File: config.mk
export PLATFORM = sky130hd
export DESIGN_NAME = sopc_sysid_ext
export DESIGN_NICKNAME = d
export VERILOG_FILES = /design/src/rtl/sopc_sysid_ext.sv
export SDC_FILE = /design/constraint.sdc
export NUM_CORES = 1
export LEC_CHECK = 0
export CORE_UTILIZATION = 40
export DETAILED_ROUTE_END_ITERATION = 16
export PLACE_DENSITY_LB_ADDON = 0.05
export SETUP_SLACK_MARGIN = 0.15
export SYNTH_ARGS = -nofsm -noshare
export SYNTH_HDL_FRONTEND = slang
export SYNTH_SLANG_ARGS = --single-unit
File: constraint.sdc
create_clock -name clock -period 7.3 [get_ports clock]
set_input_delay 1.46 -clock clock [delete_from_list [all_inputs] [get_ports clock]]
set_output_delay 1.46 -clock clock [all_outputs]
set_load 0.01 [all_outputs]
File: src/rtl/sopc_sysid_ext.sv
// sopc_sysid_ext: system identification slave with scratch, uptime counter
// and capability registers on a fixed-latency, never-stalling read bus.
//
// Parameters:
//   ID_VALUE        system ID word (address 0)
//   TIMESTAMP_VALUE build timestamp word (address 1)
//   READ_LATENCY    cycles from read to readdatavalid (1..4)
//   PRESCALE        clocks per uptime tick (1..65535)
//   SCRATCH_RESET   scratch register reset value
//
// Ports:
//   clock          single clock, rising edge
//   reset          asynchronous, active-high reset
//   address[2:0]   word address
//   read           read strobe (wins over a simultaneous write)
//   write          write strobe
//   writedata[31:0] write data
//   readdata[31:0] read data, zero whenever readdatavalid is low
//   readdatavalid  one-cycle read response strobe
module sopc_sysid_ext #(
  parameter logic [31:0] ID_VALUE        = 32'h0000_0000,
  parameter logic [31:0] TIMESTAMP_VALUE = 32'h0000_0000,
  parameter int unsigned READ_LATENCY    = 1,
  parameter int unsigned PRESCALE        = 1,
  parameter logic [31:0] SCRATCH_RESET   = 32'h0000_0000
) (
  input  logic        clock,
  input  logic        reset,
  input  logic [2:0]  address,
  input  logic        read,
  input  logic        write,
  input  logic [31:0] writedata,
  output logic [31:0] readdata,
  output logic        readdatavalid
);

  typedef enum logic [2:0] {
    REG_ID        = 3'd0,
    REG_TIMESTAMP = 3'd1,
    REG_SCRATCH   = 3'd2,
    REG_UPTIME_LO = 3'd3,
    REG_UPTIME_HI = 3'd4,
    REG_CONTROL   = 3'd5,
    REG_CAPS      = 3'd6,
    REG_RESERVED  = 3'd7
  } reg_addr_e;

  if (READ_LATENCY < 1 || READ_LATENCY > 4) begin : g_bad_latency
    $error("READ_LATENCY must be in 1..4");
  end
  if (PRESCALE < 1 || PRESCALE > 65535) begin : g_bad_prescale
    $error("PRESCALE must be in 1..65535");
  end

  localparam logic [15:0] PRESC_MAX = 16'(PRESCALE - 1);
  localparam logic [7:0]  CAPS_LAT  = 8'(READ_LATENCY);

  reg_addr_e   w_addr;
  logic        w_wr_acc;
  logic        w_clear;
  logic [31:0] w_rdata;

  logic [63:0] r_uptime;
  logic [15:0] r_presc;
  logic [31:0] r_shadow_hi;
  logic [31:0] r_scratch;
  logic        r_enable;

  logic [31:0]             r_pipe_data [READ_LATENCY];
  logic [READ_LATENCY-1:0] r_pipe_vld;

  assign w_addr   = reg_addr_e'(address);
  // A read in the same cycle suppresses the write entirely.
  assign w_wr_acc = write & ~read;
  assign w_clear  = w_wr_acc && (w_addr == REG_CONTROL) && writedata[1];

  // Uptime counter: clear has priority over the enabled tick.
  always_ff @(posedge clock or posedge reset) begin
    if (reset) begin
      r_uptime <= '0;
      r_presc  <= '0;
    end else if (w_clear) begin
      r_uptime <= '0;
      r_presc  <= '0;
    end else if (r_enable) begin
      if (r_presc == PRESC_MAX) begin
        r_presc  <= '0;
        r_uptime <= r_uptime + 64'd1;
      end else begin
        r_presc <= r_presc + 16'd1;
      end
    end
  end

  always_ff @(posedge clock or posedge reset) begin
    if (reset) begin
      r_scratch <= SCRATCH_RESET;
      r_enable  <= 1'b1;
    end else if (w_wr_acc) begin
      case (w_addr)
        REG_SCRATCH: r_scratch <= writedata;
        REG_CONTROL: r_enable  <= writedata[0];
        default: ;
      endcase
    end
  end

  // HI shadow is latched on the same edge that samples LO for the response.
  always_ff @(posedge clock or posedge reset) begin
    if (reset) begin
      r_shadow_hi <= '0;
    end else if (read && (w_addr == REG_UPTIME_LO)) begin
      r_shadow_hi <= r_uptime[63:32];
    end
  end

  always_comb begin
    w_rdata = '0;
    case (w_addr)
      REG_ID:        w_rdata = ID_VALUE;
      REG_TIMESTAMP: w_rdata = TIMESTAMP_VALUE;
      REG_SCRATCH:   w_rdata = r_scratch;
      REG_UPTIME_LO: w_rdata = r_uptime[31:0];
      REG_UPTIME_HI: w_rdata = r_shadow_hi;
      REG_CONTROL:   w_rdata = {31'h0, r_enable};
      REG_CAPS:      w_rdata = {16'h0, PRESC_MAX[7:0], CAPS_LAT};
      default:       w_rdata = '0;
    endcase
  end

  // Response pipeline; data is zeroed in invalid slots so the output is
  // zero whenever readdatavalid is low without an output mux.
  always_ff @(posedge clock or posedge reset) begin
    if (reset) begin
      r_pipe_vld <= '0;
      for (int unsigned i = 0; i < READ_LATENCY; i++) begin
        r_pipe_data[i] <= '0;
      end
    end else begin
      r_pipe_vld[0]  <= read;
      r_pipe_data[0] <= read ? w_rdata : '0;
      for (int unsigned i = 1; i < READ_LATENCY; i++) begin
        r_pipe_vld[i]  <= r_pipe_vld[i-1];
        r_pipe_data[i] <= r_pipe_data[i-1];
      end
    end
  end

  assign readdata      = r_pipe_data[READ_LATENCY-1];
  assign readdatavalid = r_pipe_vld[READ_LATENCY-1];

endmodule

==> results_dict.tcl <==
set metrics [dict create \
    dieWidth_um 146.9 \
    clk_latency_ps 430 \
    cts_tree "yes" \
    p_switching_mw 0.6946 \
    syn_avg_cell_area_um2 10.49 \
    antenna_found_initial 0 \
    crit_required_ps 7640 \
    whs_path_depth 2 \
    tns_ps 0 \
    grt_max_degree 68 \
    h-tree-depth 4 \
    dr.pass1.iters 5 \
    seqPwrFrac_pct 48.1 \
    antenna_cells 0 \
    synth_top_flop_cell "dfrtp_1" \
    synthesis.area_mm2 0.008393 \
    avgViaCountPerCell 5.431 \
    first_global_vias 6176 \
    cts_resized 0 \
    regArea_mm2 0.004456 \
    overflow 0 \
    portBuffers 71 \
    fin_crit_sh_pct 53.14 \
    areaGrowthSynthToFinish_pct 18.65 \
    drt_iter0_drc 372 \
    hold_buffers 0 \
    drcViolationCount 0 \
    synth_cell_types 53 \
    placed_area_mm2 0.009359 \
    die_h_um 146.9 \
    finish.instance_area_mm2 0.009958 \
    synthTopCellsByArea "dfrtp_1, mux2_2, nor2_1" \
    dieArea_mm2 0.02157 \
    rows 52 \
    ys_ff_latch 178 \
    cp-end-kind "flop" \
    yosysSeqAreaShare_pct 53.09 \
    fillers 1897 \
    synth_edf_count 0 \
    cts_buffers 17 \
    p_leak_nw 4.297 \
    cts-root-buf "clkbuf_16" \
    ios 72 \
    core_mm2 0.02043 \
    cts_setup_buffers 0 \
    nNetsFinal 901 \
    cts_buffer_depth 2 \
    rsz0062_at_grt "false" \
    async_reset_ff_share_pct 100.0 \
    hold_class "reg -> reg" \
    regToRegSetupSlack_ps 4390 \
    grt_first_pass_wirelength_um 34480 \
    final_hold_viol_count 0 \
    dr_total_vias 6197 \
    wire_per_inst_um 18.34 \
    cp.arrival_ps 4220 \
    internal_power_mw 1.749 \
    numClockSinks 178 \
    multi_input_area_mm2 0.003720 \
    synth_top_area_share_pct 52.77 \
    run_status "finished, final reports clean" \
    max_freq_ghz 0.2578 \
    yosysWarnings 0 \
    cp_max_fo 24 \
    ant_nets 0 \
    fin_crit_ps 3879 \
    synthCells 800 \
    ir_drop_mv 0.1475 \
    maxSlewViolCount 0 \
    synth_top_area_cell "dfrtp_1" \
    clkTransAtPathRegs_ps 70 \
    combPwrFrac_pct 13.5 \
    worstSetupStartpointType "input pin" \
    rr_worst_depth 9 \
    max_slew_margin_pct 30.99 \
    setup_viol 0 \
    synth_nets 842 \
    drt_wl_total_um 20930 \
    tightest_slew_ps 1035 \
    gp_congestion 0.8369 \
    drv_cap 0 \
    start_util_pct 41.08 \
    switching_share_pct 28.43 \
    p_clk_share_pct 38.4 \
    dp.final_hpwl_um 14260 \
    worstSetupPathType "in -> reg" \
    skew_ps 11.12 \
    power_density_mw_per_mm2 245.4 \
    globalRouteTotalUtil_pct 20.70 \
    drive_gt1_share_pct 14.47 \
]
placed cells by master (no fill, tap or decap), drive strengths merged, types with 18 or more instances in the layout:
| cell | count |
|---|---|
| a21oi | 47 |
| clkbuf | 19 |
| clkdlybuf4s50 | 70 |
| dfrtp | 177 |
| inv | 19 |
| mux2 | 64 |
| mux2i | 31 |
| nand2 | 39 |
| nand3 | 29 |
| nand4 | 34 |
| nor2 | 143 |
| nor4 | 27 |
| xnor2 | 41 |
| xor2 | 18 |
metrics by stage:
step           utilization (%)  power (mW)  cells  setup WS, ps  hold WS [ps]
6_report                 48.74       2.443   1141          3421         488.7
5_1_grt                  48.74       2.568   1141          3173         521.6
3_5_place_dp             45.81       1.528   1110          2979         480.3
4_1_cts                  48.74       2.474   1141          3426         496.6
3_3_place_gp             45.81       1.515   1110          3087         478.3
2_1_floorplan                -       1.402    800          1011         450.2
worst paths after layout:
kind | to | from
max in group asynchronous | r_uptime[62] | reset
worst max-delay path | r_uptime[57] | address[1]
worst min-delay path | r_shadow_hi[15] | r_shadow_hi[15]
worst max register to register | r_uptime[57] | r_presc[0]
min in group asynchronous | r_shadow_hi[6] | reset
worst min register to register | r_shadow_hi[15] | r_shadow_hi[15]
logic make-up (layout without fill, tap and decap cells):
logic type	count (synthesis)	after routing	share of synthesized area, %
AO/OA/AOI/OAI	79	79	5.382
XOR/XNOR	59	59	6.157
adder cells (fa/ha/maj)	3	3	0.4473
buffers and inverters	56	127	2.698
flip-flops	178	178	53.09
multiplexers	95	95	12.28
AND/OR/NAND/NOR	330	330	19.95
state kept, by name, indices dropped and copies added, names as in the netlist:
register / cells
r_uptime: 64
r_scratch: 32
r_shadow_hi: 32
readdata: 32
r_presc: 16
r_enable: 1
readdatavalid: 1
layout make-up:
class / count / share of cell area (%)
Sequential cell: 178 / 44.74
Clock inverter: 12 / 1.470
Inverter: 14 / 0.5780
Multi-Input combinational cell: 566 / 37.35
Tap cell: 270 / 3.392
Timing Repair Buffer: 82 / 7.916
Clock buffer: 19 / 4.548
power groups by stage:
stage | Combinational (mW) | Sequential [mW] | Clock, mW
after CTS | 0.338 | 1.17 | 0.963
after floorplan | 0.249 | 1.15 | 0
final | 0.330 | 1.17 | 0.939
after detailed placement | 0.335 | 1.19 | 0
after global routing | 0.373 | 1.19 | 1.01
after global placement | 0.326 | 1.19 | 0
metal layers:
layer | track usage, % | part of all wire (%)
met1 | 28.11 | 46
met2 | 33.41 | 48
met3 | 4.441 | 4.5
met4 | 5.677 | 1.2
met5 | 0 | 0
Yosys cell counts (2+ instances only):
cell type / instances
nor2_1: 142
nor3b_1: 3
nor4_1: 26
xor2_1: 18
o211ai_1: 3
nor3_1: 11
nand4b_1: 2
or2_2: 2
or3_1: 7
o31ai_1: 4
a21oi_1: 46
or4_1: 5
xnor2_1: 41
ha_1: 3
mux2i_1: 31
nand3_1: 29
nor2b_1: 3
dfrtp_1: 177
inv_1: 14
nor4b_1: 5
and4_1: 3
mux2_2: 64
clkbuf_1: 31
buf_1: 3
a31oi_1: 3
a41o_1: 3
o21ai_0: 14
buf_2: 7
and3_1: 8
nand2_1: 38
nand4_1: 32
critical path, stage by stage:
cell,delay (ps)
clkdlybuf4s50_1,580
and2b_1,250
and4_2,260
a21oi_2,750
buf_4,410
nor4b_4,130
a31o_2,260
a21oi_1,120
No activity file was read; power rests on OpenSTA's default activity.
